[src/rtl/minterm_pkg.sv]
// Shared constants and helpers for the minterm window detector.
package minterm_pkg;

    localparam logic [7:0] TEXTBOOK_MINTERMS = 8'h46;

    function automatic int table_width(input int n);
        return 1 << n;
    endfunction

    // Increments v but sticks at max_v instead of wrapping.
    function automatic logic [31:0] sat_inc(input logic [31:0] v, input logic [31:0] max_v);
        return (v == max_v) ? v : v + 32'd1;
    endfunction

endpackage

[src/rtl/minterm_window_detector_lut.sv]
// Combinational truth-table lookup: selects one bit of a 2^N-bit table by an N-bit index.
module truth_table_lut
    import minterm_pkg::*;
#(
    parameter int N = 3
) (
    input  logic [table_width(N)-1:0] table_i,
    input  logic [N-1:0]              idx_i,
    output logic                      bit_o
);

    assign bit_o = table_i[idx_i];

endmodule

[src/rtl/minterm_window_detector.sv]
// Sliding N-bit window over a serial stream, evaluated against a programmable truth table.
// Optional saturating match counter is built only when MINTERM_COUNT_EN is defined.
module minterm_window_detector
    import minterm_pkg::*;
#(
    parameter int                        N        = 3,
    parameter logic [table_width(N)-1:0] MINTERMS = TEXTBOOK_MINTERMS,
    parameter int                        CNT_W    = 8
) (
    input  logic                      clk,
    input  logic                      rst,
    input  logic                      in_valid,
    input  logic                      in_bit,
    input  logic                      cfg_we,
    input  logic [table_width(N)-1:0] cfg_table,
    output logic [N-1:0]              window,
    output logic                      z,
    output logic                      z_valid,
    output logic [CNT_W-1:0]          match_count
);

    localparam int TW = table_width(N);
    localparam int FW = $clog2(N + 1);

    logic [N-1:0]  window_q, window_d;
    logic [FW-1:0] fill_q, fill_d;
    logic [TW-1:0] table_q, table_d;
    logic          z_q, z_d;
    logic          zv_q, zv_d;
    logic          lut_bit;
    logic          eval;

    // Lookup uses the window value being written this edge and the table still held in table_q.
    truth_table_lut #(.N(N)) u_lut (
        .table_i (table_q),
        .idx_i   (window_d),
        .bit_o   (lut_bit)
    );

    assign eval = in_valid && (fill_q >= FW'(N - 1));

    always_comb begin
        window_d = window_q;
        fill_d   = fill_q;
        table_d  = table_q;
        z_d      = z_q;
        zv_d     = 1'b0;
        if (in_valid) begin
            window_d = {window_q[N-2:0], in_bit};
            if (fill_q != FW'(N)) begin
                fill_d = fill_q + 1'b1;
            end
        end
        if (eval) begin
            z_d  = lut_bit;
            zv_d = 1'b1;
        end
        if (cfg_we) begin
            table_d = cfg_table;
        end
    end

    always_ff @(posedge clk) begin
        if (rst) begin
            window_q <= '0;
            fill_q   <= '0;
            table_q  <= MINTERMS;
            z_q      <= 1'b0;
            zv_q     <= 1'b0;
        end else begin
            window_q <= window_d;
            fill_q   <= fill_d;
            table_q  <= table_d;
            z_q      <= z_d;
            zv_q     <= zv_d;
        end
    end

`ifdef MINTERM_COUNT_EN
    localparam logic [31:0] CNT_MAX = 32'({CNT_W{1'b1}});

    logic [CNT_W-1:0] cnt_q, cnt_d;

    always_comb begin
        cnt_d = cnt_q;
        if (eval && lut_bit) begin
            cnt_d = CNT_W'(sat_inc(32'(cnt_q), CNT_MAX));
        end
    end

    always_ff @(posedge clk) begin
        if (rst) begin
            cnt_q <= '0;
        end else begin
            cnt_q <= cnt_d;
        end
    end

    assign match_count = cnt_q;
`else
    assign match_count = '0;
`endif

    assign window  = window_q;
    assign z       = z_q;
    assign z_valid = zv_q;

endmodule
[config.mk]
export PLATFORM = sky130hd
export DESIGN_NAME = minterm_window_detector
export DESIGN_NICKNAME = d
export VERILOG_FILES = /design/src/rtl/minterm_pkg.sv /design/src/rtl/minterm_window_detector_lut.sv /design/src/rtl/minterm_window_detector.sv
export SDC_FILE = /design/constraint.sdc
export NUM_CORES = 1
export LEC_CHECK = 0
export ABC_AREA = 1
export CAP_MARGIN = 20
export CORE_MARGIN = 4
export CORE_UTILIZATION = 40
export DETAILED_ROUTE_END_ITERATION = 10
export GPL_TIMING_DRIVEN = 0
export PLACE_DENSITY = 0.71
export SETUP_SLACK_MARGIN = 0.02
export SYNTH_ARGS = -nofsm -noshare
export SYNTH_HDL_FRONTEND = slang
export SYNTH_HIERARCHICAL = 1
export SYNTH_SLANG_ARGS = --single-unit
[constraint.sdc]
create_clock -name clk -period 2 [get_ports clk]
set_input_delay 0.3 -clock clk [delete_from_list [all_inputs] [get_ports clk]]
set_output_delay 0.3 -clock clk [all_outputs]
set_load 0.01 [all_outputs]
==> After elaboration in Yosys (flattened, before gate mapping) <==
Index checks and enable logic that the tools add are counted.
{ "classes": {"add_sub_neg": 1, "n_lt_le_gt_ge": 2, "eq_ne": 1, "muxes": 4, "n_reduce_logical": 2} }
{ "op_table": {"columns": ["cell", "count"], "rows": [
  ["3-bit by 4-bit less-than comparator with 1-bit output, second input constant", 1],
  ["1-bit binary-select mux with 3-bit select", 1],
  ["3-bit two-way mux", 1],
  ["2-bit by 1-bit adder with 2-bit output, second input constant", 1],
  ["2-bit greater-or-equal comparator, second input constant", 1],
  ["1-bit two-way mux", 2],
  ["2-bit != test, second input constant", 1],
  ["2-bit AND reduction", 1],
  ["1-bit logical AND", 1]
]} }
{ "word_totals": {"reg_bits": 15, "inputBits": 13, "out_inout_bits": 13, "wordCells": 15} }

==> Longest topological paths before layout <==
{ "depth": {"ltp_word": 3, "depth_mapped": 14, "depth_no_buf": 13} }

==> Hierarchy <==
Netlist, hierarchy kept.
{ "modules_own_cells": {"columns": ["module", "n_inst", "cells_each", "area_each_um2", "seq_area_each_um2"], "rows": [
  ["minterm_window_detector", 1, 89, 704.4, 300.3],
  ["truth_table_lut", 1, 28, 110.1, 0.0]
]} }

==> Worst setup path before layout <==
No wires, ideal clock.
{ "synth_path": {"path_kind": "in2reg", "startpoint": "in in_valid", "endpoint": "reg z_q (netlist: z)", "setup_ns": 0.115, "arrival_ns": 1.109, "required_ns": 1.885, "path_slack_ns": 0.776, "stages": 14, "path_buffers": 1, "cell_sequence": "buf_6 > inv_2 > nand2_1 > nand2_1 > inv_2 > nand2_1 > nand3_1 > nand2_1 > nand2_1 > nand2_1 > inv_1 > nand3_1 > nand2_1 > nor2_1"} }
{ "synth_between": {"elab_chain_cells": 3, "elab_cells_between_ends": 4, "classes_between": "mux: 3; reduce/logical: 1"} }
{ "synth_lines": {"columns": ["item", "line_no", "rtl"], "rows": [
  ["from (decl)", "minterm_window_detector.sv:12", "input logic in_valid,"],
  ["3-bit two-way mux", "minterm_window_detector.sv:48", "if (in_valid) begin"],
  ["net window_d[0]", "minterm_window_detector.sv:25", "logic [N-1:0] window_q, window_d;"],
  ["1-bit binary-select mux with 3-bit select", "minterm_window_detector_lut.sv:12", "assign bit_o = table_i[idx_i];"],
  ["1-bit two-way mux (implied by the code)", "minterm_window_detector_lut.sv:12", null],
  ["net lut_bit", "minterm_window_detector.sv:30", "logic lut_bit;"],
  ["to (signal assigned)", "minterm_window_detector.sv:74", "z_q <= z_d;"],
  ["to (decl)", "minterm_window_detector.sv:28", "logic z_q, z_d;"]
]} }
The timed path passes the listed nets, and every way through them passes these cells. The select of a mux whose other input is x is not followed.
A chain may end at the register's enable or synchronous reset.

==> Final worst setup path <==
{ "layout_path": {"startpoint": "reg window_q[1] (netlist: window[1])", "endpoint": "out window[1]"} }
{ "layout_lines": {"columns": ["item", "line_no", "rtl"], "rows": [
  ["from (decl)", "minterm_window_detector.sv:25", null],
  ["from (signal assigned)", "minterm_window_detector.sv:71", "window_q <= window_d;"],
  ["to (decl)", "minterm_window_detector.sv:16", "output logic [N-1:0] window,"]
]} }
No word-level cell between the ends.

==> results by group <==
Run status
  • Status: complete, no violations

CTS
  • CTS H-Tree Depth: 1
  • Skew-Pair Late Insertion Delay: 0.28 ns
  • Clock sinks: 15
  • CTS max path bufs: 2
  • CTS buffer count: 3
  • Post-CTS setup buffers: 0
  • Post-cts resize count: 0
  • Root Driver: clkbuf_4
  • Clk slew on worst S/H paths: 0.08 ns
  • CTS tree: built
  • # hold bufs at CTS: 0

Global route
  • Vias in the first global route: 594
  • GRT Overall Usage: 11.3%
  • GRT overflow: 0
  • First-pass GRT wire length: 2270 um
  • Largest net degree at the start of global routing: 11
  • Initial antenna violation count: 0

Timing
  • Slew Viols, Final: 0
  • Hold WS: 0.265 ns
  • Setup TNS: 0 ns
  • RSZ-0062 raised after global routing: no
  • Highest clock rate: 670 MHz
  • Final setup violation count: 0
  • Fin. Hold Viols: 0
  • Final Cycle Share: 74.6%
  • Tmin final: 1.49 ns
  • Setup WS post-layout: 0.507 ns
  • Layout Skew: 0.00119 ns

Final layout
  • Fin area: 1050 um^2
  • Reg area: 300 um^2
  • Area Growth Syn to Fin: 29.0%
  • Fillers: 208
  • Layout Nets: 159
  • Antenna diodes: 0
  • Final cell count without fillers: 170
  • Multi-input logic area: 369 um^2
  • Layout cells sized above 1: 20.3%

Yosys
  • Most common library cells after synthesis: 31 x nand2_1, 15 x dfxtp_1, 15 x inv_1, 14 x nor2_1
  • Fraction of registers with async set/reset: 0%
  • Mapped Area: 815 um^2
  • Yosys top cell area share: 36.9%
  • Yosys cell types: 17
  • Post-synth EDFFs: 0
  • Ys flop type: dfxtp_1
  • Synth area leader: dfxtp_1
  • Sequential area share after synthesis: 36.9%
  • Synthesized flop and latch total: 15
  • Most numerous cell in the Yosys netlist: nand2_1
  • Warnings from Yosys: 6
  • Largest cells by area after synthesis: dfxtp_1 37%, nand2_1 14%, buf_4 7.4%
  • Cells after Synth: 117
  • Mean Syn Cell Area: 6.96 um^2

Setup path
  • Reg2reg end: z
  • Critical path arrival: 1.19 ns
  • Critical path's slowest cell: clkdlybuf4s50_1
  • Worst path cell trace: clkdlybuf4s50_1
  • Reg2Reg Depth: 12
  • Setup crit start kind: flop
  • Critical Path Sink: window[1]
  • Dominant delay contributor by cell family on the critical path: buffers and inverters
  • Reg2Reg Launch Point: window[0]
  • CP max stage delay: 0.55 ns
  • Critical path type: reg2out
  • CP Depth: 1
  • Setup crit start: window[1]
  • Setup slack, reg-to-reg: 0.75 ns
  • CP Buf/Inv Count: 1
  • Critical Path End Type: output pin
  • Critical Path Fanout Max: 3
  • Critical Path RT: 1.70 ns

Placed design
  • Cell count after placement: 166
  • Routability Congestion: 0.728
  • Number of port buffers: 15
  • Dpl ws: 0.336 ns
  • DP Area: 1020 um^2
  • Detailed Place HPWL: 1160 um

Routing
  • First drt pass iteration count: 4
  • DR WL/cell: 8.37 um
  • Routed Antenna Nets: 0
  • WL final: 1420 um
  • First DRT Iteration DRCs: 8
  • Vias/cell: 4.14
  • Drt drc: 0
  • Vias: 704

Die
  • DIE AREA: 2820 um^2
  • Top Ports: 26
  • Core area: 1940 um^2
  • Die X: 53.1 um
  • Starting Density: 41.9%
  • Rows: 16
  • DIE HEIGHT: 53.1 um

Power
  • Power Density: 617 nW/um^2
  • Peak supply drop: 0.442 mV
  • P_leak: 0.535 nW

Hold path
  • Min-delay worst type: in2reg
  • Hold path depth: 3

Run
  • Max-capacitance violation count: 0
## registers in the layout, indices dropped and copies added, names as in the netlist
name	cells
window	3
fill_q	2
z_valid	1
z	1
table_q	8
## cells in the final DEF (no fill, tap or decap), drive strengths merged
cell and count:
conb 8, ha 2, o21ai 6, clkdlybuf4s50 15, buf 11, dfxtp 15, nor2 16, inv 20
a21oi 4, nand2 34, clkbuf 4, nand3 8
## how the worst min path moves through the flow
stage | start | endpoint | slack [ns]
2_1_floorplan | rst | window[0] | 0.37
3_3_place_gp | table_q[6] | table_q[6] | 0.44
3_5_place_dp | table_q[2] | table_q[2] | 0.45
4_1_cts | in_valid | z_valid | 0.26
5_1_grt | in_valid | z_valid | 0.27
6_report | in_valid | z_valid | 0.26
## where the power goes
group | total [mW] | leakage [nW] | internal [mW] | switching [mW]
Clock | 0.171 | 0.0150 | 0.0775 | 0.0930
Sequential | 0.331 | 0.124 | 0.319 | 0.0124
Combinational | 0.147 | 0.396 | 0.0735 | 0.0732
Total | 0.648 | 0.535 | 0.470 | 0.179
## final cells by class
| type | count | share of cell area [%] |
|---|---|---|
| Sequential cell | 15 | 28.6 |
| Timing Repair Buffer | 15 | 14.3 |
| Multi-Input combinational cell | 78 | 35.1 |
| Tap cell | 27 | 3.21 |
| Clock buffer | 4 | 2.50 |
| Inverter | 20 | 7.38 |
| Buffer | 11 | 8.93 |
## routing by layer
metal  global-route usage (%)  up-vias  part of all wire, %
met5                        0        -                    0
met4                     6.38        0                  1.8
met3                     5.07        4                  9.3
met2                     18.6       21                   46
met1                     11.8      295                   43
li1                         -      384                    -
## logic make-up (layout without fill, tap and decap cells)
| kind of cell | after synthesis | after routing | share of synthesized area [%] |
|---|---|---|---|
| fa+ha+maj | 2 | 2 | 3.07 |
| other cells | 1 | 8 | 0.460 |
| buf+inv | 31 | 50 | 21.0 |
| compound gates | 10 | 10 | 8.45 |
| simple gates | 58 | 58 | 30.1 |
| flops | 15 | 15 | 36.9 |
## stage by stage
stage / utilization (%) / total power [mW]
6_report: 54.1 / 0.648
4_1_cts: 54.1 / 0.657
3_5_place_dp: 52.8 / 0.486
5_1_grt: 54.1 / 0.693
3_3_place_gp: 52.8 / 0.481
2_1_floorplan: - / 0.439
(Power assumes the default switching activity.)
==> RTL edit, RTL diff (same settings) <==
Change the parameter `CNT_W` from 8 to 10.
--- a/src/rtl/minterm_window_detector.sv
+++ b/src/rtl/minterm_window_detector.sv
@@ -5,7 +5,7 @@
 #(
     parameter int                        N        = 3,
     parameter logic [table_width(N)-1:0] MINTERMS = TEXTBOOK_MINTERMS,
-    parameter int                        CNT_W    = 8
+    parameter int                        CNT_W    = 10
 ) (
     input  logic                      clk,
     input  logic                      rst,
Ports: changed (resized match_count); port bits go from 26 to 28. The function was not compared with the original's and may differ.
==> RTL edit against the unedited design <==
Power up 0.39%; via count up 0.85%; area after synthesis up 1.8%; design area up 2.1%; sequential share of layout area down 0.60 points; first-iteration DRC count up 13%; setup slack better by 16 ps; maximum frequency up 1.1%; wire length up 0.14%; synthesized cell count up 1.7%; sequential cell count unchanged; highest routed layer unchanged.
==> RTL edit: results (changes against the unedited design) <==
logic_synthesis:
  post_synth_fa_ha_maj_area_fraction_pct: 3.02  # was 3.07%
  synth.yosys.seq_area_share_pct: 36.2  # was 36.9%
  ys_types: 17  # unchanged
  postSynth.asyncResetShare_pct: 0  # unchanged
  area_share_of_xor_xnor_cells_in_the_synthesized_design_pct: 0  # unchanged
  post_synth_mux_area_share_pct: 0  # unchanged
  post_synth_main_area_contributors: "dfxtp_1 36%, nand2_1 14%, buf_4 9.0%, inv_1 6.8%, nor2_1 6.3%"  # was dfxtp_1 37%, nand2_1 14%, buf_4 7.4%, inv_1 6.9%, nor2_1 6.5%
  synth-compound-area-share_pct: 8.30  # was 8.45%
  ys_top_cells_by_count: "31 x nand2_1, 15 x dfxtp_1, 15 x inv_1"  # unchanged
clocking:
  post_cts_resized: 0  # unchanged
  number_of_levels_in_the_clock_h_tree: 1  # unchanged
  post-cts-setup-buffers: 0  # unchanged
  cts_hold_buf: 0  # unchanged
  clockBufferDepth: 2  # unchanged
critical_path:
  startpoint: "window[1]"  # unchanged
  peak_per_stage_delay_on_the_critical_path_ps: 550  # about the same
  cp.arrival_ps: 1180
  regToRegStartpoint: "window[0]"  # unchanged
  critical-path-top-delay-family: "buffers and inverters"  # unchanged
  crit_path_max_fanout: 3  # unchanged
  cpMaxStageDelayCell: "clkdlybuf4s50_1"  # unchanged
drt:
  avgRoutedWirePerCell_um: 8.19  # was 8.37 um
  firstDrtPassIters: 4  # unchanged
  drt_iter0_drc: 9  # was 8
  route.detailed.vias_per_inst: 4.08  # was 4.14
global_route:
  number_of_global_route_vias_before_repair: 591  # was 594
  grt_first_pass_wirelength_mm: 2.23  # was 2.27 mm
  grt_start_max_net_pins: 11  # unchanged
  globalRouteTotalUtil_pct: 10.6  # was 11.3%
  antenna_found_initial: 0  # unchanged
place:
  placedInstanceArea_mm2: 0.00105  # was 0.00102 mm^2
  hpwl_after_detailed_placement_mm: 1.19  # was 1.16 mm
  gpl.final_weighted_congestion: 0.746  # was 0.728
layout:
  num-fill-cells: 212  # was 208
  finish.net_count: 163  # was 159
  largest-register: "table_q"  # unchanged
  layout-drive-gt1-share_pct: 21.1  # was 20.3%
  antenna_cells_inserted: 0  # unchanged
status:
  status: "complete, no violations"  # unchanged
worst_hold_path:
  min_from: "in_valid"  # unchanged
sta:
  finalClockSkew_ps: 0.362  # was 1.19 ps
power:
  max-vdd-ir-drop_uv: 358  # was 442 uV
  cellLeakagePower_nw: 0.552  # was 0.535 nW
## RTL edit: cell type report
| class | instances | area share [%] |
|---|---|---|
| Inverter | 20 | 7.23 |
| Multi-Input combinational cell | 80 | 35.1 |
| Sequential cell | 15 | 28.0 |
| Timing Repair Buffer | 15 | 14.0 |
| Buffer | 13 | 10.1 |
| Clock buffer | 4 | 2.45 |
| Tap cell | 27 | 3.15 |
## RTL edit: power breakdown
group / switching (mW) / leakage, nW / internal, mW
sequential: 0.0121 / 0.124 / 0.319
clock: 0.0911 / 0.0150 / 0.0773
combinational: 0.0756 / 0.413 / 0.0760
## RTL edit: cells by family after synthesis
family | count (synthesis)
compound gates | 10
fa+ha+maj | 2
buf+inv | 33
flops | 15
other cells | 1
simple gates | 58
## RTL edit: path summary, 6_finish.rpt
path         slack, ps  cells past startpoint    endpoint
max reg2reg        750                     12           z
min reg2reg        460                      2  table_q[1]
min                270                      3     z_valid
max                520                      1   window[1]
## RTL edit: metrics by stage
stage	hold WS (ps)	worst slack, ps	utilization, %	cells
floorplan	369	776	-	128
global placement	443	396	53.4	170
detailed placement	444	364	53.4	170
CTS	257	493	54.7	174
global route	255	456	54.7	174
finish	269	523	54.7	174
## RTL edit: layer usage
metal | share of wire [%] | vias up | GRT usage, %
li1 | - | 394 | -
met1 | 44 | 284 | 11.7
met2 | 45 | 30 | 18.0
met3 | 11 | 2 | 3.88
met4 | 0.56 | 0 | 5.11
met5 | 0 | - | 0
